$ cat src/rtl/wave_pkg.sv
// Shared constants and types for the DDS / WaveGen / FuncGen sample path
// and its PWM output stage.
package wave_pkg;

    localparam int SAMPLE_W = 8;
    localparam int PRESC_W  = 5;
    localparam int AMP_W    = 2;

    // Power-of-two attenuation code: effective sample = raw >> amp.
    typedef logic [AMP_W-1:0] amp_t;

endpackage : wave_pkg

$ cat src/rtl/tick_prescaler.sv
// Loadable down-counting prescaler producing the PWM counter tick enable.
// A reload value of N gives one tick every N+1 clock cycles.
module tick_prescaler #(
    parameter int PRESC_W = wave_pkg::PRESC_W
) (
    input  logic               clk,
    input  logic               rst,
    input  logic               ld,
    input  logic [PRESC_W-1:0] presc_load,
    output logic               tick
);

    logic [PRESC_W-1:0] presc_val_r;
    logic [PRESC_W-1:0] tcnt_r;

    // Tick when the down-counter is exhausted; a load cycle never ticks.
    always_comb begin
        tick = 1'b0;
        if (ld) begin
            tick = 1'b0;
        end else begin
            tick = (tcnt_r == {PRESC_W{1'b0}});
        end
    end

    // Reload register and down-counter; a load restarts the count immediately.
    always_ff @(posedge clk) begin
        if (rst) begin
            presc_val_r <= {PRESC_W{1'b0}};
            tcnt_r      <= {PRESC_W{1'b0}};
        end else if (ld) begin
            presc_val_r <= presc_load;
            tcnt_r      <= presc_load;
        end else if (tick) begin
            presc_val_r <= presc_val_r;
            tcnt_r      <= presc_val_r;
        end else begin
            presc_val_r <= presc_val_r;
            tcnt_r      <= tcnt_r - PRESC_W'(1'b1);
        end
    end

endmodule : tick_prescaler

$ cat src/rtl/pwm_dac.sv
// PWM output stage: each incoming sample, attenuated by a power of two,
// is rendered as one full counter-compare PWM period on pwm_out.
module pwm_dac #(
    parameter int SAMPLE_W = wave_pkg::SAMPLE_W,
    parameter int PRESC_W  = wave_pkg::PRESC_W
) (
    input  logic                clk,
    input  logic                rst,
    input  logic                ld,
    input  logic [PRESC_W-1:0]  presc_load,
    input  logic [1:0]          amp_sel,
    input  logic [SAMPLE_W-1:0] sample_in,
    input  logic                sample_valid,
    output logic                sample_req,
    output logic                overrun,
    output logic                pwm_out
);

    import wave_pkg::*;

    logic                tick_s;
    logic                wrap_s;
    amp_t                amp_s;
    logic [SAMPLE_W-1:0] src_s;

    logic [SAMPLE_W-1:0] pcnt_r;
    logic [SAMPLE_W-1:0] duty_r;
    logic [SAMPLE_W-1:0] last_r;
    logic [SAMPLE_W-1:0] pend_r;
    logic                pend_full_r;

    tick_prescaler #(
        .PRESC_W    (PRESC_W)
    ) u_tick_prescaler (
        .clk        (clk),
        .rst        (rst),
        .ld         (ld),
        .presc_load (presc_load),
        .tick       (tick_s)
    );

    assign amp_s  = amp_sel;
    assign wrap_s = tick_s && (pcnt_r == {SAMPLE_W{1'b1}});

    // Raw sample for the next period: a same-cycle strobe beats the pending
    // sample, and with nothing new the previous raw sample is reused so a
    // changed attenuation still takes effect.
    always_comb begin
        src_s = last_r;
        if (sample_valid) begin
            src_s = sample_in;
        end else if (pend_full_r) begin
            src_s = pend_r;
        end else begin
            src_s = last_r;
        end
    end

    // PWM counter, advanced once per prescaler tick and wrapping at full scale.
    always_ff @(posedge clk) begin
        if (rst) begin
            pcnt_r <= {SAMPLE_W{1'b0}};
        end else if (tick_s) begin
            pcnt_r <= pcnt_r + SAMPLE_W'(1'b1);
        end else begin
            pcnt_r <= pcnt_r;
        end
    end

    // Holding register and period-boundary duty update.
    always_ff @(posedge clk) begin
        if (rst) begin
            pend_r      <= {SAMPLE_W{1'b0}};
            pend_full_r <= 1'b0;
            last_r      <= {SAMPLE_W{1'b0}};
            duty_r      <= {SAMPLE_W{1'b0}};
        end else if (wrap_s) begin
            pend_r      <= pend_r;
            pend_full_r <= 1'b0;
            last_r      <= src_s;
            duty_r      <= src_s >> amp_s;
        end else if (sample_valid) begin
            pend_r      <= sample_in;
            pend_full_r <= 1'b1;
            last_r      <= last_r;
            duty_r      <= duty_r;
        end else begin
            pend_r      <= pend_r;
            pend_full_r <= pend_full_r;
            last_r      <= last_r;
            duty_r      <= duty_r;
        end
    end

    // Registered status pulses and compare output.
    always_ff @(posedge clk) begin
        if (rst) begin
            sample_req <= 1'b0;
            overrun    <= 1'b0;
            pwm_out    <= 1'b0;
        end else begin
            sample_req <= wrap_s;
            overrun    <= sample_valid && !wrap_s && pend_full_r;
            pwm_out    <= (pcnt_r < duty_r);
        end
    end

endmodule : pwm_dac

$ cat config.mk
export PLATFORM = sky130hd
export DESIGN_NAME = pwm_dac
export DESIGN_NICKNAME = d
export VERILOG_FILES = /design/src/rtl/wave_pkg.sv /design/src/rtl/tick_prescaler.sv /design/src/rtl/pwm_dac.sv
export SDC_FILE = /design/constraint.sdc
export NUM_CORES = 1
export LEC_CHECK = 0
export CAP_MARGIN = 25
export CORE_ASPECT_RATIO = 0.5
export CORE_MARGIN = 1.5
export CORE_UTILIZATION = 46
export DETAILED_ROUTE_END_ITERATION = 8
export GPL_TIMING_DRIVEN = 0
export HOLD_SLACK_MARGIN = 0.03
export PLACE_DENSITY_LB_ADDON = 0.2
export SETUP_SLACK_MARGIN = 0.2
export SYNTH_ARGS = -nofsm -noshare
export SYNTH_HDL_FRONTEND = slang
export SYNTH_SLANG_ARGS = --single-unit
$ cat constraint.sdc
create_clock -name clk -period 2.2 [get_ports clk]
set_input_delay 0.55 -clock clk [delete_from_list [all_inputs] [get_ports clk]]
set_output_delay 0.55 -clock clk [all_outputs]
set_load 0.005 [all_outputs]
Word level (Yosys, flattened, before mapping)
Cells that the tools add are included.
{"block": "classes", "n_eq_ne": 1, "n_bitwise": 1, "n_lt_le_gt_ge": 1, "addsub": 2, "shift": 1, "reduce_logical": 7, "mux": 5}
{"operator": "$mux W8", "n": 2}
{"operator": "$mux W5", "n": 2}
{"operator": "$add A8 B1 Y8 const B", "n": 1}
{"operator": "$eq A8 B8 Y1 const B", "n": 1}
{"operator": "$lt A8 B8 Y1", "n": 1}
{"operator": "$shr A8 B2 Y8", "n": 1}
{"operator": "$logic_not A5 Y1", "n": 1}
{"operator": "$sub A5 B1 Y5 const B", "n": 1}
{"operator": "$logic_and A1 B1 Y1", "n": 3}
{"operator": "$reduce_and A2 Y1", "n": 1}
{"operator": "$reduce_or A2 Y1", "n": 1}
{"operator": "$logic_not A1 Y1", "n": 1}
{"operator": "$mux W1", "n": 1}
{"operator": "$not A1 Y1", "n": 1}
{"block": "word_totals", "in_bits": 19, "ff_bits": 46, "output_inout_bits": 3, "wordCells": 28}

Longest topological paths before layout
Gate-level depths: netlist (run 1).
{"block": "depth", "depth_word": 6, "depth_mapped": 10, "ltp_nobuf": 7}

By module
A second synthesis (run 1) with hierarchy kept.
{"block": "hier_totals", "hier_cells": 237, "area_unflattened_um2": 2194.6}
{"module": "pwm_dac", "cells_each": 183, "seq_area_each_um2": 720.7, "n_inst": 1, "area_per_inst_um2": 1725.4}
{"module": "tick_prescaler", "cells_each": 54, "seq_area_each_um2": 200.2, "n_inst": 1, "area_per_inst_um2": 469.2}

Worst setup path after synthesis (run 1)
No wires, ideal clock.
{"block": "synth_timing", "path_type": "input to register", "from": "input ld", "to": "register duty_r[4]", "n_path_buf": 4, "stages": 9, "setup_slack_ns": 0.313, "t_arrival_ns": 1.762, "setup_ns": 0.125, "t_required_ns": 2.075, "cell_sequence": "buf_2 > and3b_1 > nand4_1 > buf_2 > nor2b_1 > buf_2 > buf_2 > nand2_1 > o31ai_1"}
{"block": "synth_via", "elab_chain_cells": 2}
{"item": "from (decl)", "line": "pwm_dac.sv:9", "text": "input logic ld,"}
{"item": "$mux W1", "line": "tick_prescaler.sv:19", "text": "if (ld) begin"}
{"item": "$logic_and A1 B1 Y1", "line": "pwm_dac.sv:43", "text": "assign wrap_s = tick_s && (pcnt_r == {SAMPLE_W{1'b1}});"}
{"item": "to (signal assigned)", "line": "pwm_dac.sv:76", "text": "duty_r <= {SAMPLE_W{1'b0}};"}
{"item": "to (signal assigned)", "line": "pwm_dac.sv:81", "text": "duty_r <= src_s >> amp_s;"}
{"item": "to (signal assigned)", "line": "pwm_dac.sv:86", "text": "duty_r <= duty_r;"}
{"item": "to (decl)", "line": "pwm_dac.sv:27", "text": "logic [SAMPLE_W-1:0] duty_r;"}
Every way passes these cells.
A chain may end at the register's enable or synchronous reset.

Final worst setup path (run 1)
{"block": "layout_timing", "from": "register u_tick_prescaler.tcnt_r[0]", "to": "register pcnt_r[5]"}
{"block": "layout_via", "elab_chain_cells": 2}
{"item": "from (decl)", "line": "tick_prescaler.sv:14", "text": "logic [PRESC_W-1:0] tcnt_r;"}
{"item": "from (signal assigned)", "line": "tick_prescaler.sv:30", "text": "tcnt_r <= {PRESC_W{1'b0}};"}
{"item": "from (signal assigned)", "line": "tick_prescaler.sv:33", "text": "tcnt_r <= presc_load;"}
{"item": "from (signal assigned)", "line": "tick_prescaler.sv:36", "text": "tcnt_r <= presc_val_r;"}
{"item": "$logic_not A5 Y1", "line": "tick_prescaler.sv:22", "text": "tick = (tcnt_r == {PRESC_W{1'b0}});"}
{"item": "$mux W1", "line": "tick_prescaler.sv:19"}
{"item": "to (signal assigned)", "line": "pwm_dac.sv:62", "text": "pcnt_r <= {SAMPLE_W{1'b0}};"}
{"item": "to (signal assigned)", "line": "pwm_dac.sv:64", "text": "pcnt_r <= pcnt_r + SAMPLE_W'(1'b1);"}
{"item": "to (signal assigned)", "line": "pwm_dac.sv:66", "text": "pcnt_r <= pcnt_r;"}
{"item": "to (decl)", "line": "pwm_dac.sv:26", "text": "logic [SAMPLE_W-1:0] pcnt_r;"}
Every way passes these cells.

==> impl_results.md, run 1 <==
* Worst R2R Path Depth at 8
* I/O Pins at 22
* CP peak stage delay at 0.45 ns
* Skew final at 0.01081 ns
* WP data arrival at 2.05 ns
* Crit path cell chain: inv_2 -> ha_4 -> or4b_1 -> buf_6 -> nor3_4 -> and3_1 -> xnor2_1 -> nor2_1
* Yosys reg bits at 46
* Finish-stage setup viols at 0
* Die Y at 52.02 um
* Final Wtd Congestion at 0.8067
* Layout cells sized above 1 at 13.67%
* LEAKAGE at 1.044 nW
* Simple-Gate Fraction of Synth Area at 18.62%
* Post-synthesis compound-gate area fraction at 13.58%
* Clk slew on worst S/H paths at 0.09 ns
* EDFF count, synth at 0
* CP Max Fanout at 10
* Highest-delay cell along the critical path: or4b_1
* Post-DR wirelength/cell at 13.37 um
* Vias in the first global route at 1,590
* Max layer used: met4
* Cell Rows at 17
* Mean post-synth cell area at 8.951 sq um
* RSZ-0062 raised after global routing: true
* Latest clock arrival within the worst-skew pair at 0.31 ns
* Tmin final at 1.877 ns
* Met3 WL post-DR at 258 um
* Buffers added on ports at 19
* Die span in x at 101.0 um
* Vias at 1,772
* Final Cell Area at 2661 sq um
* Post-synth cell types at 40
* GR Overflow Total at 0
* Largest family of logic cells by synthesized area: simple AND/OR/NAND/NOR gates
* Sequential cell area fraction in the yosys report at 41.65%
* Syn Inst Count at 247
* Detail Route Antenna Nets at 0
* Final Net Count at 305
* Met2 wire len at 2.084 mm
* Startpoint types: flop
* Mux contribution to synthesized area at 12.39%
* Fillcell total at 411
* DR iter-0 viols at 60
* Hold WC Path Type: reg -> reg
* Cell Area, Synth at 2211 sq um
* Synth Warn # at 0
* Post-route DRC at 0
* Slew Viols, Final at 0
* Most frequent cells in the layout: 46 x dfxtp_1, 30 x nand2_1, 22 x a21oi_1, 19 x clkdlybuf4s50_1, 18 x nor2_1
* Die Area at 5256 sq um
* Initial Util at 49.03%
* Largest net degree at the start of global routing at 16
* Setup TNS at 0 ns
* Final Hold Vio Count at 0
* Antenna violations before repair at 0
* Metal1 wirelength at 2.228 mm
* DRT Pass-1 Iters at 4
* CP endpoint kind: flop
* Placed Area at 2484 sq um
* Kind of critical path: reg -> reg
* CTS tree: built
* Total power at 1.667 mW
* Clock root buffer: clkbuf_8
* Max clock buf depth at 2
* First-pass GRT wire length at 7.624 mm
* Asr flop ratio synth at 0%
* Slew headroom at 62.62%
* Max Cap Viol at 0
* Final WL at 4.599 mm
* Dpl hpwl at 3.236 mm
* Status: finished, final reports clean
* Power per cell area at 626.3 nW/um^2
* Fmax at 532.7 MHz
* Via/cell ratio at 5.151
* Post-synth top area share at 41.65%
* Commonest non-fill, non-tap cell in the layout: dfxtp_1
* Layout Area Growth over Synthesis at 20.37%
* TritonCTS Buffers at 5
* Min Hold Slack at 0.4542 ns
* H-tree depth at 2
* Synthesized-area fraction occupied by adder cells at 5.093%
* Synth Area in XOR/XNOR at 3.565%
* Max VDD drop at 361.2 uV
* Least-Margin Pin Slew at 0.5608 ns
* Final period util at 85.32%
* Main synth FF type: dfxtp_1
* Core Area at 4509 sq um
* Synth area leaders: dfxtp_1 42%, mux2i_1 6.8%, nand2_1 5.3%
* CP required at 2.38 ns
* Setup WS pre-CTS at -0.2914 ns
* Worst hold path cell count at 2
* # diodes at 0
* Syn_nets at 275
* Min setup slack post-route at 0.3229 ns
* Tot GR Track Use at 19.19%
* Area leader, netlist: dfxtp_1
* Number of clock sinks at 46
area by class of cell:
type | instances | area, sq um | share of cell area (%)
buffer | 15 | 88.84 | 3.338
clock buffer | 5 | 68.82 | 2.586
clock inverter | 3 | 21.27 | 0.7992
inverter | 11 | 41.29 | 1.551
multi-input combinational | 175 | 1217 | 45.75
sequential | 46 | 920.9 | 34.60
tap | 66 | 82.58 | 3.103
timing repair buffer | 23 | 220.2 | 8.275
critical path: cells and delay by family (launching register included):
kind	cells	cell delay, ns
XOR/XNOR	1	0.12
adder cells (fa/ha/maj)	1	0.14
buffers and inverters	2	0.23
flip-flops	1	0.34
AND/OR/NAND/NOR	4	0.90
metrics by stage:
step           instances  util, %
2_1_floorplan        247        -
3_3_place_gp         332    55.08
3_5_place_dp         332    55.08
4_1_cts              341    57.60
5_1_grt              344    59.02
6_report             344    59.02
metal layers:
metal	GRT usage (%)	vias to the layer above
li1	-	910
met1	25.50	821
met2	30.98	38
met3	5.108	3
met4	5.556	0
met5	0	-
cell families (layout without fill, tap and decap cells):
group | count (synthesis) | after routing
flops | 46 | 46
compound gates | 51 | 51
simple gates | 83 | 83
xor+xnor | 9 | 9
fa+ha+maj | 9 | 9
buf+inv | 26 | 57
mux | 23 | 23
cells in the mapped netlist (all sizes together) (4+ instances only):
cell type	number
nand3	11
xnor2	6
ha	9
a21oi	22
buf	10
o21ai	15
mux2i	15
nor2	18
nor2b	4
dfxtp	46
clkbuf	5
inv	10
nand2b	5
mux2	5
nand2	31
timing repair:
action / CTS / global route
gates cloned: 0 / 0
endpoints found under the setup margin: 23 / 27
hold buffers: 0 / 0
setup buffers: 1 / 3
pin swaps: 1 / 1
resized for setup: 5 / 14
hold endpoints to repair: 0 / 0
state kept, by name, indices dropped and copies added (netlist names):
signal,cells
u_tick_prescaler.presc_val_r,5
sample_req,1
overrun,1
duty_r,8
pend_full_r,1
last_r,8
pcnt_r,8
u_tick_prescaler.tcnt_r,5
pend_r,8
pwm_out,1
final timing paths:
kind	from	endpoint	slack, ns
setup reg to reg	u_tick_prescaler.tcnt_r[0]	pcnt_r[5]	0.32
hold / removal	duty_r[0]	duty_r[0]	0.45
hold reg to reg	duty_r[0]	duty_r[0]	0.45
setup / recovery	u_tick_prescaler.tcnt_r[0]	pcnt_r[5]	0.32
where the power goes:
| part | internal, mW | switching, mW | leakage (nW) |
|---|---|---|---|
| Clock | 0.224 | 0.304 | 0.0441 |
| Sequential | 0.860 | 0.0216 | 0.375 |
| Combinational | 0.134 | 0.123 | 0.625 |
| Total | 1.22 | 0.449 | 1.04 |
Power figures use the tool's default switching activity.
==> run 2: changes to the inputs <==
--- a/config.mk
+++ b/config.mk
@@ -7,7 +7,7 @@
 export LEC_CHECK = 0
 export CAP_MARGIN = 25
 export CORE_ASPECT_RATIO = 0.5
-export CORE_MARGIN = 1.5
+export CORE_MARGIN = 2
 export CORE_UTILIZATION = 46
 export DETAILED_ROUTE_END_ITERATION = 8
 export GPL_TIMING_DRIVEN = 0
==> constraint.sdc (replaced) <==
create_clock -name clk -period 2.3 [get_ports clk]
set_input_delay 0.575 -clock clk [delete_from_list [all_inputs] [get_ports clk]]
set_output_delay 0.575 -clock clk [all_outputs]
set_load 0.005 [all_outputs]
==> run 2 against run 1 <==
Against the previous run: global-route usage decreased by 0.085 points; routed wire length increased by 2.5%; cell area decreased by 1.1%; register-to-register slack improved by 0.06 ns; total power decreased by 1.3%; core utilization decreased by 0.64 points; largest power group unchanged.
==> impl_results.md, run 2 (same netlist as run 1, synthesis figures left out) <==
* Power per cell area at 625.0 nW/um^2 (-0.21%)
* Die span in x at 102.0 um (+0.99%)
* Fillcell total at 407 (-0.97%)
* Highest-delay cell along the critical path: clkdlybuf4s50_1
* Clock power share at 34.2% (+2.5 points)
* I/O Pins at 22 (unchanged)
* Max VDD drop at 305.2 uV (-16%)
* DR iter-0 viols at 57 (-5.0%)
* Core Area at 4509 sq um (unchanged)
* Worst R2R Path Depth at 10 (+2)
* Hold WC Path Type: reg -> reg
* Detail Route Antenna Nets at 0 (unchanged)
* Final Cell Area at 2633 sq um (-1.1%)
* End point of the critical path: duty_r[1]
* WP data arrival at 2.18 ns (+0.13 ns)
* GR Overflow Total at 0 (unchanged)
* Final period util at 86.08%
* RSZ-0062 raised after global routing: false
* Vias at 1,784 (+0.68%)
* # diodes at 0 (unchanged)
* Commonest non-fill, non-tap cell in the layout: dfxtp_1
* Cell Rows at 17 (unchanged)
* Fmax at 505.1 MHz
* Die Y at 53.02 um (+1.9%)
* Most frequent cells in the layout: 46 x dfxtp_1, 30 x nand2_1, 22 x a21oi_1, 19 x clkdlybuf4s50_1, 18 x nor2_1
* Tot GR Track Use at 19.11% (-0.085 points)
* Placed Area at 2484 sq um (unchanged)
* Final Net Count at 303 (-0.66%)
* Setup TNS at 0 ns (unchanged)
* Seq pwr share at 51.2% (-1.7 points)
* TritonCTS Buffers at 5 (unchanged)
* Fin util at 58.38% (-0.64 points)
* Clock root buffer: clkbuf_8
* Status: finished, final reports clean
* CP required at 2.50 ns (+0.12 ns)
* CTS tree: built
* Layout Area Growth over Synthesis at 19.07%
* Max clock buf depth at 2 (unchanged)
* Largest net degree at the start of global routing at 15 (-1)
* First-pass GRT wire length at 7.700 mm (+1.0%)
* Slew Viols, Final at 0 (unchanged)
* Least-Margin Pin Slew at 0.5677 ns (+0.006936 ns)
* Finish-stage setup viols at 0 (unchanged)
* Buffers added on ports at 19 (unchanged)
* Startpoint types: input pin
* Total power at 1.645 mW (-1.3%)
* Layout cells sized above 1 at 11.96% (-1.7 points)
* Post-route DRC at 0 (unchanged)
* CP Max Fanout at 10 (unchanged)
* Die Area at 5410 sq um (+2.9%)
* Crit path cell chain: clkdlybuf4s50_1 -> buf_2 -> nor2_1 -> a21oi_1 -> mux4_2 -> o21ai_1
* R2R Setup Slk at 0.38 ns (+0.06 ns)
* LEAKAGE at 1.042 nW (-0.20%)
* Start of the worst register-to-register path: u_tick_prescaler.tcnt_r[0]
* Logic pwr share at 14.6% (-0.8 points)
* Via/cell ratio at 5.216 (+1.3%)
* Post-cts hold buffer count at 0 (unchanged)
* Sw Ratio at 25.80% (-1.2 points)
* Reg2reg end: duty_r[4]
* Internal Power at 1.221 mW (+0.27%)
* Dpl hpwl at 3.275 mm (+1.2%)
* Vias in the first global route at 1,657 (+4.2%)
* DRT Pass-1 Iters at 4 (unchanged)
* Clk slew on worst S/H paths at 0.08 ns (about the same)
* Initial Util at 49.03% (unchanged)
* CP peak stage delay at 0.53 ns (+0.08 ns)
* Tmin final at 1.980 ns
* Post-DR wirelength/cell at 13.78 um (+3.1%)
* Final Wtd Congestion at 0.7758 (-3.8%)
* Net Switching at 0.4245 mW (-5.5%)
* Number of clock sinks at 46 (unchanged)
* Max Cap Viol at 0 (unchanged)
* Final Hold Vio Count at 0 (unchanged)
* Slew headroom at 62.15% (-0.46 points)
* Skew final at 0.009574 ns (-0.001231 ns)
* H-tree depth at 2 (unchanged)
* Critical path launch point: sample_valid
* Final WL at 4.714 mm (+2.5%)
* Kind of critical path: in -> reg
* Latest clock arrival within the worst-skew pair at 0.31 ns (about the same)
* Antenna violations before repair at 0 (unchanged)
* CP endpoint kind: flop
[run 2: cell types whose count changed in the layout (fill, tap and decap cells not counted), sizes merged]
cell      change
clkinv        -1
buf           -2
clkbuf        +2
clkinvlp      -1
[run 2: power groups by stage]
stage | clock network (mW) | logic [mW] | registers [mW]
floorplan | 0 | 0.160 | 0.856
global placement | 0 | 0.222 | 0.859
detailed placement | 0 | 0.228 | 0.860
CTS | 0.567 | 0.237 | 0.843
global route | 0.601 | 0.266 | 0.847
finish | 0.563 | 0.240 | 0.843
[run 2: final cells by class]
class / instances / area, sq um / share of cell area (%)
clock inverter: 1 / 8.758 / 0.3327
inverter: 11 / 41.29 / 1.568
multi-input combinational: 175 / 1195 / 45.39
clock buffer: 7 / 96.34 / 3.660
tap: 66 / 82.58 / 3.137
timing repair buffer: 21 / 205.2 / 7.795
sequential: 46 / 920.9 / 34.98
buffer: 15 / 82.58 / 3.137
[run 2: per-stage QoR]
stage | instances | hold WS [ns] | worst slack [ns]
6_report | 342 | 0.4487 | 0.3202
5_1_grt | 342 | 0.4666 | 0.2264
4_1_cts | 341 | 0.4498 | 0.2345
3_5_place_dp | 332 | 0.4380 | -0.2531
3_3_place_gp | 332 | 0.4345 | -0.2287
2_1_floorplan | 247 | 0.4212 | 0.3880
[run 2: critical path, delay by kind of cell]
family,cells,cell delay [ns]
and+or+nand+nor,1,0.09
AOI/OAI and AO/OA,2,0.38
buffers and inverters,2,0.81
muxes,1,0.32
[run 2: worst min path at each step]
| stage | cells past startpoint | slack [ns] | to | from |
|---|---|---|---|---|
| after floorplan | 2 | 0.42 | last_r[1] | last_r[1] |
| after global placement | 2 | 0.43 | last_r[6] | last_r[6] |
| after detailed placement | 2 | 0.44 | duty_r[2] | duty_r[2] |
| after CTS | 2 | 0.45 | duty_r[2] | duty_r[2] |
| after global routing | 2 | 0.47 | duty_r[2] | duty_r[2] |
| final | 2 | 0.45 | duty_r[2] | duty_r[2] |
[run 2: timing repair]
action,4_1_cts,5_1_grt
pin swaps,0,1
resized for setup,2,9
buffers inserted,1,1
endpoints found under the setup margin,21,21
[run 2: metal layers]
metal | vias up | GRT usage (%) | share of wire (%)
met4 | 0 | 7.778 | 0.89
met5 | - | 0 | 0
met1 | 840 | 23.58 | 48
li1 | 909 | - | -
met3 | 5 | 4.888 | 4.6
met2 | 30 | 32.35 | 47
==> run 3: changes to the inputs <==
--- a/config.mk
+++ b/config.mk
@@ -5,7 +5,7 @@
 export SDC_FILE = /design/constraint.sdc
 export NUM_CORES = 1
 export LEC_CHECK = 0
-export CAP_MARGIN = 25
+export CAP_MARGIN = 40
 export CORE_ASPECT_RATIO = 0.5
 export CORE_MARGIN = 2
 export CORE_UTILIZATION = 46
==> results of run 3 <==
The final DEF is identical to that of run 2; final timing and power are the same.
